[config.mk]
export PLATFORM = sky130hd
export DESIGN_NAME = eth_tx_scheduler
export DESIGN_NICKNAME = d
export VERILOG_FILES = /design/src/rtl/eth_tx_pkg.sv /design/src/rtl/rr_arbiter.sv /design/src/rtl/eth_tx_scheduler.sv
export SDC_FILE = /design/constraint.sdc
export NUM_CORES = 1
export LEC_CHECK = 0
export CAP_MARGIN = 0
export CORE_MARGIN = 4
export CORE_UTILIZATION = 55
export CTS_CLUSTER_DIAMETER = 200
export DETAILED_ROUTE_END_ITERATION = 10
export PLACE_DENSITY = 0.9
export SYNTH_ARGS = -nofsm -noshare
export SYNTH_HDL_FRONTEND = slang
export SYNTH_HIERARCHICAL = 1
export SYNTH_SLANG_ARGS = --single-unit
[constraint.sdc]
create_clock -name clk -period 5.9 [get_ports clk]
set_input_delay 1.18 -clock clk [delete_from_list [all_inputs] [get_ports clk]]
set_output_delay 1.18 -clock clk [all_outputs]
set_load 0.02 [all_outputs]
[src/rtl/eth_tx_pkg.sv]
// eth_tx_pkg: scheduler state encoding and Ethernet timing constants.
package eth_tx_pkg;
    typedef enum logic [1:0] {IDLE, START, SEND, IFG} state_t;
    localparam int ETH_MAX_WORDS = 375;
    localparam int ETH_IFG_RMII = 48;
endpackage

[src/rtl/rr_arbiter.sv]
// rr_arbiter: combinational round-robin pick, first requester at or after last+1.
module rr_arbiter #(
    parameter int N = 2,
    localparam int W = $clog2(N)
) (
    input  logic [N-1:0] req,
    input  logic [W-1:0] last,
    output logic [N-1:0] gnt,
    output logic         valid
);
    logic [W-1:0] j;

    // Scan from farthest to nearest so the nearest requester after last wins.
    always_comb begin
        gnt = '0;
        j = '0;
        for (int i = N - 1; i >= 0; i--) begin
            j = W'((int'(last) + 1 + i) % N);
            if (req[j]) begin
                gnt = '0;
                gnt[j] = 1'b1;
            end
        end
    end

    assign valid = |req;
endmodule

[src/rtl/eth_tx_scheduler.sv]
// eth_tx_scheduler: round-robin frame source arbiter for the RMII transmitter with IFG enforcement.
// Define ETH_TX_SCHED_STATS_EN to add the frames_o/errors_o statistics counters.
module eth_tx_scheduler
    import eth_tx_pkg::*;
#(
    parameter int N_REQ = 2,
    parameter int IFG_CYCLES = ETH_IFG_RMII,
    parameter int START_TIMEOUT = 1023,
    parameter int MAX_WORDS = ETH_MAX_WORDS,
    localparam int SW = $clog2(N_REQ)
) (
    input  logic                 clk,
    input  logic                 rst_n,
    input  logic [N_REQ-1:0]     req_i,
    input  logic [N_REQ*11-1:0]  len_i,
    output logic [N_REQ-1:0]     grant_o,
    output logic [SW-1:0]        sel_o,
    output logic [N_REQ-1:0]     done_o,
    output logic [N_REQ-1:0]     err_o,
    output logic [10:0]          data_count_o,
    output logic                 tx_en_o,
    input  logic                 tx_busy_i
`ifdef ETH_TX_SCHED_STATS_EN
    ,
    output logic [15:0]          frames_o,
    output logic [7:0]           errors_o
`endif
);
    localparam logic [N_REQ-1:0] ONE = N_REQ'(1);

    state_t state;
    logic pend, busy_q, pick_valid;
    logic [15:0] cnt;
    logic [SW-1:0] last, pick_idx;
    logic [10:0] pick_len;
    logic [N_REQ-1:0] pick;
    logic [10:0] lens [N_REQ];

    for (genvar g = 0; g < N_REQ; g++) begin : g_len
        assign lens[g] = len_i[11*g +: 11];
    end

    rr_arbiter #(.N(N_REQ)) u_arb (
        .req(req_i),
        .last(last),
        .gnt(pick),
        .valid(pick_valid)
    );

    always_comb begin
        pick_idx = '0;
        pick_len = '0;
        for (int i = 0; i < N_REQ; i++) begin
            if (pick[i]) begin
                pick_idx = SW'(i);
                pick_len = lens[i];
            end
        end
    end

    // sel_o/data_count_o double as the latched index/length between arbitration and grant.
    always_ff @(posedge clk or negedge rst_n) begin
        if (!rst_n) begin
            state <= IFG;
            cnt <= 16'(IFG_CYCLES - 1);
            last <= SW'(N_REQ - 1);
            pend <= 1'b0;
            busy_q <= 1'b0;
            grant_o <= '0;
            sel_o <= '0;
            done_o <= '0;
            err_o <= '0;
            data_count_o <= '0;
            tx_en_o <= 1'b0;
        end else begin
            busy_q <= tx_busy_i;
            done_o <= '0;
            err_o <= '0;
            case (state)
                IDLE: begin
                    if (pend) begin
                        pend <= 1'b0;
                        last <= sel_o;
                        if (data_count_o > 11'(MAX_WORDS)) begin
                            err_o <= ONE << sel_o;
                        end else begin
                            grant_o <= ONE << sel_o;
                            tx_en_o <= 1'b1;
                            cnt <= '0;
                            state <= START;
                        end
                    end else if (pick_valid) begin
                        pend <= 1'b1;
                        sel_o <= pick_idx;
                        data_count_o <= pick_len;
                    end
                end
                START: begin
                    if (busy_q) begin
                        tx_en_o <= 1'b0;
                        state <= SEND;
                    end else if (cnt == 16'(START_TIMEOUT - 1)) begin
                        tx_en_o <= 1'b0;
                        grant_o <= '0;
                        err_o <= ONE << sel_o;
                        cnt <= 16'(IFG_CYCLES - 1);
                        state <= IFG;
                    end else begin
                        cnt <= cnt + 16'd1;
                    end
                end
                SEND: begin
                    if (!busy_q) begin
                        done_o <= grant_o;
                        grant_o <= '0;
                        cnt <= 16'(IFG_CYCLES - 1);
                        state <= IFG;
                    end
                end
                default: begin
                    if (cnt == '0) state <= IDLE;
                    else cnt <= cnt - 16'd1;
                end
            endcase
        end
    end

`ifdef ETH_TX_SCHED_STATS_EN
    always_ff @(posedge clk or negedge rst_n) begin
        if (!rst_n) begin
            frames_o <= '0;
            errors_o <= '0;
        end else begin
            if (|done_o) frames_o <= frames_o + 16'd1;
            if (|err_o && errors_o != 8'hFF) errors_o <= errors_o + 8'd1;
        end
    end
`endif
endmodule

==> flow_summary.yaml, run 1 <==
setup_path:
  required_ns: 6.05
  crit_arrival_ns: 3.23
  r2r_setup_slack_ns: 3.11
  reg2reg_depth: 5
  startpoint_type: "input pin"
  endpoint_kind: "flip-flop"
  critPathMaxFanout: 14
  r2r-end: "cnt[5]$_DFFE_PN1P_"
  worstSetupPathType: "input pin to flip-flop"
  r2r-start: "cnt[6]$_DFFE_PN0P_"
sta:
  final-max-slew-violation-count: 0
  min_period_ns: 3.077
  relSlewSlack_pct: 33.14
  fin_skew_ns: 0.01066
  tightest_slew_ns: 1.001
  period_share_pct: 52.15
  setup_viol: 0
  rsz0062_at_grt: "false"
  fmax_mhz: 325.0
  hold_violations: 0
  fin_setup_tns_ns: 0
synthesis:
  netlist_area_um2: 2666
  ys_types: 66
  synth_edf_count: 0
  synthCells: 304
  yosys_warnings: 6
  syn_nets: 339
  synth_top_flop_cell: "dfrtp_1"
  synth.avg_cell_area_um2: 8.771
  async_flop_share_pct: 100.0
  yosysSeqAreaShare_pct: 37.92
  ys_seq_elements: 40
global_routing:
  track_usage_pct: 23.88
  globalRouteOverflowTotal: 0
  grt_pass1_wl_um: 11630
  grt_pass1_vias: 2503
  antenna_found_initial: 0
  grt_start_max_net_pins: 41
detailed_routing:
  drt_iter0_drc: 311
  drtAntennaViolNets: 0
  wl_um: 6977
  vias_per_cell: 6.531
  remaining_drc_errors: 0
  vias: 2645
  first_pass_iters: 5
  post_drt_wl_per_cell_um: 17.23
finish:
  syn_to_final_growth_pct: 20.93
  final_common_cell: "clkdlybuf4s50_1"
  n_fill_cell: 364
  final_cell_mix: "clkdlybuf4s50_1, o21ai_0, dfrtp_1"
  final_nets: 372
  fin_util_pct: 68.26
  drive_above_1_share_pct: 11.24
  n_antenna_cell: 0
clock_tree:
  cts_resized: 0
  clk_pin_slew_worst_paths_ns: 0.08
  cts_tree: "built"
  htreeDepth: 2
  numCtsBuffers: 5
  insertion_delay_ns: 0.30
  cts_setup_buffers: 0
  cts.hold.buffers_added: 0
  cts_buffer_depth: 2
  numClockSinks: 40
  root_buffer: "clkbuf_8"
worst_hold_path:
  hold_class: "flip-flop to flip-flop"
  worstHoldEndpoint: "data_count_o[1]$_DFFE_PN0P_"
  min-delay-start: "data_count_o[1]$_DFFE_PN0P_"
  hold_depth: 2
pwr:
  internal_power_w: 0.0009246
  p_sw_w: 0.0008247
  p_comb_share_pct: 55.5
  p_per_area_nw_per_um2: 542.5
  power.total_w: 0.001749
  clockPowerShare_pct: 13.1
  switching_share_pct: 47.14
  leakage_nw: 1.298
  power_frac_seq_pct: 31.4
  vdd_drop_max_mv: 0.4083
floorplanning:
  pin_count: 46
  rows: 25
  fp.dieH_um: 77.63
  die-area_um2: 6026
  design.core.area_um2: 4723
  fp.dieW_um: 77.63
  initial_core_util_pct: 56.45
placed_design:
  gp_congestion: 0.8894
  port_buffers: 45
  detailed_place_hpwl_um: 4955
run:
  max-cap-violations: 0
run_status:
  status: "finished clean"
-- cell families after synthesis --
logic type,Yosys count,synth area share (%)
and+or+nand+nor,120,25.43
AOI/OAI and AO/OA,96,24.54
DFF,40,37.92
buffers and inverters,32,5.068
adders and majority gates,8,3.754
muxes,7,2.956
xor gates and xnor gates,1,0.3285
-- registers in the layout, indices dropped and copies added, names as in the netlist --
register / cells
cnt: 16
data_count_o: 11
state: 2
last: 1
grant_o: 2
done_o: 2
busy_q: 1
err_o: 2
pend: 1
tx_en_o: 1
sel_o: 1
-- worst max-delay path, stage by stage --
cell and delay, ns:
clkdlybuf4s50_1 0.49, a21boi_1 0.81, nor2b_1 0.38, a22oi_1 0.26
o21ai_0 0.10
-- cells in the mapped netlist (5+ instances only) --
cell type	count	area, um^2
a21oi_1	16	80.08
a22oi_1	10	75.07
clkbuf_1	14	52.55
dfrtp_1	32	800.8
dfstp_2	8	210.2
ha_1	8	100.1
inv_1	12	45.04
mux2_2	5	56.30
nand2_1	31	116.4
nand3_1	11	55.05
nor2_1	25	93.84
nor2b_1	5	31.28
nor3_1	14	70.07
o21ai_0	32	160.2
-- final cells by class --
| cell class | instances | area, um^2 | area share [%] |
|---|---|---|---|
| tap | 67 | 83.83 | 2.600 |
| clock inverter | 3 | 42.54 | 1.319 |
| multi-input combinational | 232 | 1520 | 47.15 |
| inverter | 12 | 45.04 | 1.397 |
| sequential | 40 | 1011 | 31.35 |
| clock buffer | 5 | 68.82 | 2.134 |
| timing repair buffer | 46 | 452.9 | 14.05 |
-- per-stage QoR --
step	std cells	area [um^2]	hold slack, ns	setup slack (ns)
finish	405	3224	0.5076	2.823
global route	405	3224	0.5321	2.632
CTS	405	3224	0.5137	2.827
detailed placement	397	3113	0.4925	2.511
global placement	397	3113	0.4771	2.664
floorplan	304	2666	0.5020	3.498
-- how the worst max path moves through the flow --
stage | from | to | slack (ns) | cells after the start
2_1_floorplan | cnt[0]$_DFFE_PN1P_ | grant_o[0]$_DFFE_PN0P_ | 3.50 | 8
3_3_place_gp | req_i[1] | data_count_o[2]$_DFFE_PN0P_ | 2.66 | 5
3_5_place_dp | req_i[1] | data_count_o[10]$_DFFE_PN0P_ | 2.51 | 5
4_1_cts | req_i[1] | data_count_o[10]$_DFFE_PN0P_ | 2.83 | 5
5_1_grt | req_i[1] | data_count_o[7]$_DFFE_PN0P_ | 2.63 | 5
6_report | req_i[1] | data_count_o[10]$_DFFE_PN0P_ | 2.82 | 5
-- power groups by stage --
stage          clock network, W  registers (W)  logic (W)
2_1_floorplan                 0       0.000531   0.000694
3_3_place_gp                  0       0.000542   0.000915
3_5_place_dp                  0       0.000550   0.000953
4_1_cts                0.000230       0.000546   0.000960
5_1_grt                0.000241       0.000566    0.00107
6_report               0.000229       0.000550   0.000971
-- layer usage --
metal  part of all wire [%]  global-route usage [%]
met5                      0                       0
met4                    2.6                   9.431
met3                    8.5                   4.524
met2                     48                   39.04
met1                     41                   31.07
(Power assumes the default switching activity.)
==> run 2: changes to the inputs <==
--- a/config.mk
+++ b/config.mk
@@ -7,10 +7,10 @@
 export LEC_CHECK = 0
 export CAP_MARGIN = 0
 export CORE_MARGIN = 4
-export CORE_UTILIZATION = 55
+export CORE_UTILIZATION = 48
 export CTS_CLUSTER_DIAMETER = 200
 export DETAILED_ROUTE_END_ITERATION = 10
-export PLACE_DENSITY = 0.9
+export PLACE_DENSITY = 0.83
 export SYNTH_ARGS = -nofsm -noshare
 export SYNTH_HDL_FRONTEND = slang
 export SYNTH_HIERARCHICAL = 1
==> constraint.sdc (replaced) <==
create_clock -name clk -period 2.5 [get_ports clk]
set_input_delay 0.5 -clock clk [delete_from_list [all_inputs] [get_ports clk]]
set_output_delay 0.5 -clock clk [all_outputs]
set_load 0.02 [all_outputs]
==> run 2 against run 1 <==
Non-clock buffer count rose by 18. Via count fell by 4.6%. Combinational power rose to 2.6 times the previous value. Sequential cell count did not move. Final cell count rose by 5.2%. Largest power group unchanged. Highest routed layer unchanged.
==> flow_summary.yaml, run 2 (synthesis results as in run 1) <==
run_status:
  status: "finished clean"
clock_tree:
  htreeDepth: 2
  root_buffer: "clkbuf_8"
  cts_tree: "built"
  numClockSinks: 40
  insertion_delay_ns: 0.29
  clk_pin_slew_worst_paths_ns: 0.09
  cts_buffer_depth: 2
  numCtsBuffers: 5
  cts.hold.buffers_added: 0
finish:
  regArea_um2: 1011
  n_fill_cell: 448
  largest_register_ffs: 16
  n_antenna_cell: 0
  final_nets: 390
  top_register: "cnt"
  multi_input_area_um2: 1528
  biggestRegsByFlops: "cnt (16), data_count_o (11)"
  syn_to_final_growth_pct: 26.42
  final_common_cell: "clkdlybuf4s50_1"
  fin_util_pct: 64.36
  final_cell_mix: "clkdlybuf4s50_1, o21ai_0, dfrtp_1"
  fin_cells: 426
  drive_above_1_share_pct: 16.01
setup_path:
  path_cells: "ha_1, or4b_4, or4_4, nor2_1, o211a_1, mux2_2"
  crit_slowest_cell: "dfstp_2"
  crit_path_max_incr_delay_ns: 0.54
  required_ns: 2.68
  r2r-start: "cnt[1]$_DFFE_PN1P_"
  crit_arrival_ns: 2.60
  endpoint_kind: "flip-flop"
  critPathMaxFanout: 5
  r2r-end: "grant_o[0]$_DFFE_PN0P_"
  worstSetupPathType: "flip-flop to flip-flop"
  startpoint_type: "flip-flop"
  reg2reg_depth: 6
  r2r_setup_slack_ns: 0.08
detailed_routing:
  vias: 2523
  first_pass_iters: 4
  remaining_drc_errors: 0
  wl_um: 6897
  post_drt_wl_per_cell_um: 16.19
  vias_per_cell: 5.923
  drtAntennaViolNets: 0
  drt_iter0_drc: 203
sta:
  final-max-slew-violation-count: 0
  fin_skew_ns: 0.01168
  setup_viol: 0
  min_period_ns: 2.422
  rsz0062_at_grt: "false"
  period_share_pct: 96.87
  hold_violations: 0
  fmax_mhz: 412.9
  fin_setup_tns_ns: 0
  relSlewSlack_pct: 42.00
  tightest_slew_ns: 0.8701
placed_design:
  port_buffers: 45
  detailed_place_hpwl_um: 5097
  gp_congestion: 0.9195
  dp_cells: 418
global_routing:
  grt_pass1_vias: 2559
  antenna_found_initial: 0
  track_usage_pct: 22.30
  grt_pass1_wl_um: 11920
  grt_start_max_net_pins: 41
  globalRouteOverflowTotal: 0
pwr:
  leakage_nw: 1.388
  p_per_area_nw_per_um2: 1271
  vdd_drop_max_mv: 0.8158
run:
  max-cap-violations: 0
floorplanning:
  rows: 26
  design.core.area_um2: 5238
  pin_count: 46
  initial_core_util_pct: 50.91
  fp.dieW_um: 82.53
  die-area_um2: 6811
  fp.dieH_um: 82.53
worst_hold_path:
  hold_class: "input pin to async pin"
-- run 2: cell count changes in the layout (fill, tap and decap cells not counted), sizes merged --
| cell | previous run | this run |
|---|---|---|
| buf | 2 | 20 |
-- run 2: worst max-delay path by stage --
| stage | endpoint | depth (start not counted) | from | slack, ns |
|---|---|---|---|---|
| detailed placement | grant_o[0]$_DFFE_PN0P_ | 6 | cnt[1]$_DFFE_PN1P_ | 0.10 |
| floorplan | grant_o[0]$_DFFE_PN0P_ | 8 | cnt[0]$_DFFE_PN1P_ | 0.1 |
| global route | grant_o[0]$_DFFE_PN0P_ | 6 | cnt[1]$_DFFE_PN1P_ | 0.002 |
| CTS | grant_o[0]$_DFFE_PN0P_ | 7 | cnt[0]$_DFFE_PN1P_ | 0.07 |
| global placement | grant_o[1]$_DFFE_PN0P_ | 6 | cnt[1]$_DFFE_PN1P_ | 0.15 |
| finish | grant_o[0]$_DFFE_PN0P_ | 6 | cnt[1]$_DFFE_PN1P_ | 0.08 |
-- run 2: cell type report --
type	count	area share [%]
clock inverter	3	1.262
clock buffer	5	2.042
timing repair buffer	64	17.45
inverter	12	1.336
tap	70	2.598
sequential	40	29.99
multi-input combinational	232	45.32
-- run 2: report_power, final --
group          switching (W)  internal, W
Combinational        0.00141      0.00110
Clock               0.000240     0.000296
Sequential          0.000301     0.000940
Total                0.00195      0.00234
-- run 2: what timing repair did --
action                                  CTS  global route
endpoints found under the setup margin    0             4
hold endpoints to repair                  0             0
resized for setup                         0             2
buffers inserted                          0             0
-- run 2: stage by stage --
step	hold slack (ns)	worst slack, ns	instance area, um^2	total power (W)
after floorplan	0.2044	0.09834	2666	0.002890
after global placement	0.4612	0.1496	3252	0.003618
after detailed placement	0.4771	0.1029	3252	0.003720
after CTS	0.3471	0.07496	3363	0.004275
after global routing	0.3875	0.001557	3371	0.004649
final	0.3088	0.07819	3371	0.004285
-- run 2: layer usage --
layer  global-route usage, %  up-vias  part of all wire, %
met4                   5.556        0                  1.1
met1                   27.87     1197                   41
li1                        -     1231                    -
met2                   37.74       87                   49
met5                       0        -                    0
met3                   6.508        8                  8.2
-- run 2: critical path: cells and delay by family (launching register included) --
kind                       cells  cell delay (ns)
AOI/OAI and AO/OA              1             0.18
and+or+nand+nor                3             1.11
adders and majority gates      1             0.16
DFF                            1             0.54
muxes                          1             0.33
==> run 3: changes to the inputs <==
--- a/config.mk
+++ b/config.mk
@@ -10,7 +10,7 @@
 export CORE_UTILIZATION = 48
 export CTS_CLUSTER_DIAMETER = 200
 export DETAILED_ROUTE_END_ITERATION = 10
-export PLACE_DENSITY = 0.83
+export PLACE_DENSITY = 0.73
 export SYNTH_ARGS = -nofsm -noshare
 export SYNTH_HDL_FRONTEND = slang
 export SYNTH_HIERARCHICAL = 1
==> run 3 against run 2 <==
First-iteration DRC count fell by 2.5%. Clock power shrank 20%. Count of clock-buffer cells in the layout up 1. Sequential share of layout area increased by 0.17 points. Critical path depth stayed put. Final cell count rose by 0.47%. Sequential power hardly changed. Final area decreased by 0.56%. Utilization shrank 0.36 points. Register-to-register slack improved by 0.02 ns. Maximum frequency grew 0.68%. Critical path type unchanged.
==> flow_summary.yaml, run 3 (synthesis results as in run 1) <==
run_status:
  status: "finished clean"
clock_tree:
  clk_pin_slew_worst_paths_ns: 0.08
  htreeDepth: 2
  cts.hold.buffers_added: 0
  root_buffer: "clkbuf_8"
  numClockSinks: 40
  cts_buffer_depth: 2
  insertion_delay_ns: 0.30
  cts_tree: "built"
  numCtsBuffers: 5
sta:
  fmax_mhz: 415.7
  fin_setup_tns_ns: 0
  final-max-slew-violation-count: 0
  tightest_slew_ns: 0.9052
  setup_viol: 0
  period_share_pct: 96.21
  min_period_ns: 2.405
  fin_skew_ns: 0.004262
  relSlewSlack_pct: 39.66
  hold_violations: 0
  rsz0062_at_grt: "false"
placed_design:
  gp_congestion: 0.9352
  port_buffers: 45
  detailed_place_hpwl_um: 5130
setup_path:
  r2r_setup_slack_ns: 0.09
  crit_path_max_incr_delay_ns: 0.53
  reg2reg_depth: 6
  r2r-end: "grant_o[0]$_DFFE_PN0P_"
  path_cells: "ha_1, or4b_4, or4_4, nor2_1, o211a_1, mux2_2"
  r2r-start: "cnt[1]$_DFFE_PN1P_"
  crit_slowest_cell: "dfstp_2"
  startpoint_type: "flip-flop"
  crit_arrival_ns: 2.59
  worstSetupPathType: "flip-flop to flip-flop"
  critical_path.top_delay_family: "simple AND/OR/NAND/NOR gates"
  endpoint_kind: "flip-flop"
  critPathMaxFanout: 5
  required_ns: 2.69
  critPathBufInv: 0
pwr:
  leakage_nw: 1.383
  p_per_area_nw_per_um2: 1250
  power.total_w: 0.004190
  vdd_drop_max_mv: 0.5884
floorplanning:
  pin_count: 46
  fp.dieW_um: 82.53
  rows: 26
  fp.dieH_um: 82.53
  initial_core_util_pct: 50.91
  die-area_um2: 6811
  design.core.area_um2: 5238
global_routing:
  grt_start_max_net_pins: 41
  track_usage_pct: 22.27
  grt_pass1_wl_um: 11680
  grt_pass1_vias: 2467
  antenna_found_initial: 0
  globalRouteOverflowTotal: 0
finish:
  syn_to_final_growth_pct: 25.72
  final_nets: 392
  drive_above_1_share_pct: 16.20
  biggestRegsByFlops: "cnt (16), data_count_o (11)"
  final_cell_mix: "clkdlybuf4s50_1, o21ai_0, dfrtp_1"
  top_register: "cnt"
  final_common_cell: "clkdlybuf4s50_1"
  largest_register_ffs: 16
  n_antenna_cell: 0
  n_fill_cell: 484
detailed_routing:
  first_pass_iters: 5
  vias: 2543
  wl_um: 6857
  vias_per_cell: 5.942
  remaining_drc_errors: 0
  drtAntennaViolNets: 0
  drt_iter0_drc: 198
  post_drt_wl_per_cell_um: 16.02
worst_hold_path:
  hold_class: "input pin to async pin"
run:
  max-cap-violations: 0
run 3: cell type report:
cell class / count / area, um^2 / area share, %
well taps: 70 / 87.58 / 2.613
flip-flops and latches: 40 / 1011 / 30.16
repair buffers: 66 / 603.1 / 17.99
inverters: 12 / 45.04 / 1.344
clock inverters: 2 / 12.51 / 0.3733
clock buffers: 6 / 72.57 / 2.165
multi-input cells: 232 / 1520 / 45.35
run 3: what timing repair did:
item	4_1_cts	5_1_grt
endpoints found under the setup margin	0	2
resized for setup	0	1
endpoints found under the hold margin	0	0
setup buffers	0	0
run 3: per-layer routing:
layer | GRT usage, % | part of all wire, % | vias to the layer above
li1 | - | - | 1233
met1 | 27.43 | 42 | 1184
met2 | 37.66 | 48 | 109
met3 | 5.857 | 7.6 | 17
met4 | 7.516 | 2.0 | 0
met5 | 0 | 0 | -
run 3: worst max path at each step:
stage	cells past startpoint	slack [ns]	to	startpoint
floorplan	8	0.1	grant_o[0]$_DFFE_PN0P_	cnt[0]$_DFFE_PN1P_
CTS	7	0.07	grant_o[0]$_DFFE_PN0P_	cnt[0]$_DFFE_PN1P_
detailed placement	7	0.09	grant_o[0]$_DFFE_PN0P_	cnt[0]$_DFFE_PN1P_
global placement	6	0.15	grant_o[1]$_DFFE_PN0P_	cnt[1]$_DFFE_PN1P_
finish	6	0.09	grant_o[0]$_DFFE_PN0P_	cnt[1]$_DFFE_PN1P_
global route	5	0.005	cnt[3]$_DFFE_PN1P_	cnt[6]$_DFFE_PN0P_
run 3: power by group:
part           internal (W)  switching, W  total, W
registers          0.000940      0.000296   0.00124
clock network      0.000195      0.000234  0.000429
logic               0.00111       0.00141   0.00252
run 3: stage by stage:
step | setup WS (ns) | utilization (%) | cells | cell area (um^2) | hold slack, ns
final | 0.09464 | 64.00 | 428 | 3352 | 0.3271
after global routing | 0.005371 | 64.00 | 428 | 3352 | 0.3973
after CTS | 0.07280 | 64.00 | 428 | 3352 | 0.3591
after detailed placement | 0.09166 | 62.37 | 420 | 3267 | 0.4706
after global placement | 0.1536 | 62.37 | 420 | 3267 | 0.4618
after floorplan | 0.09834 | - | 304 | 2666 | 0.2044
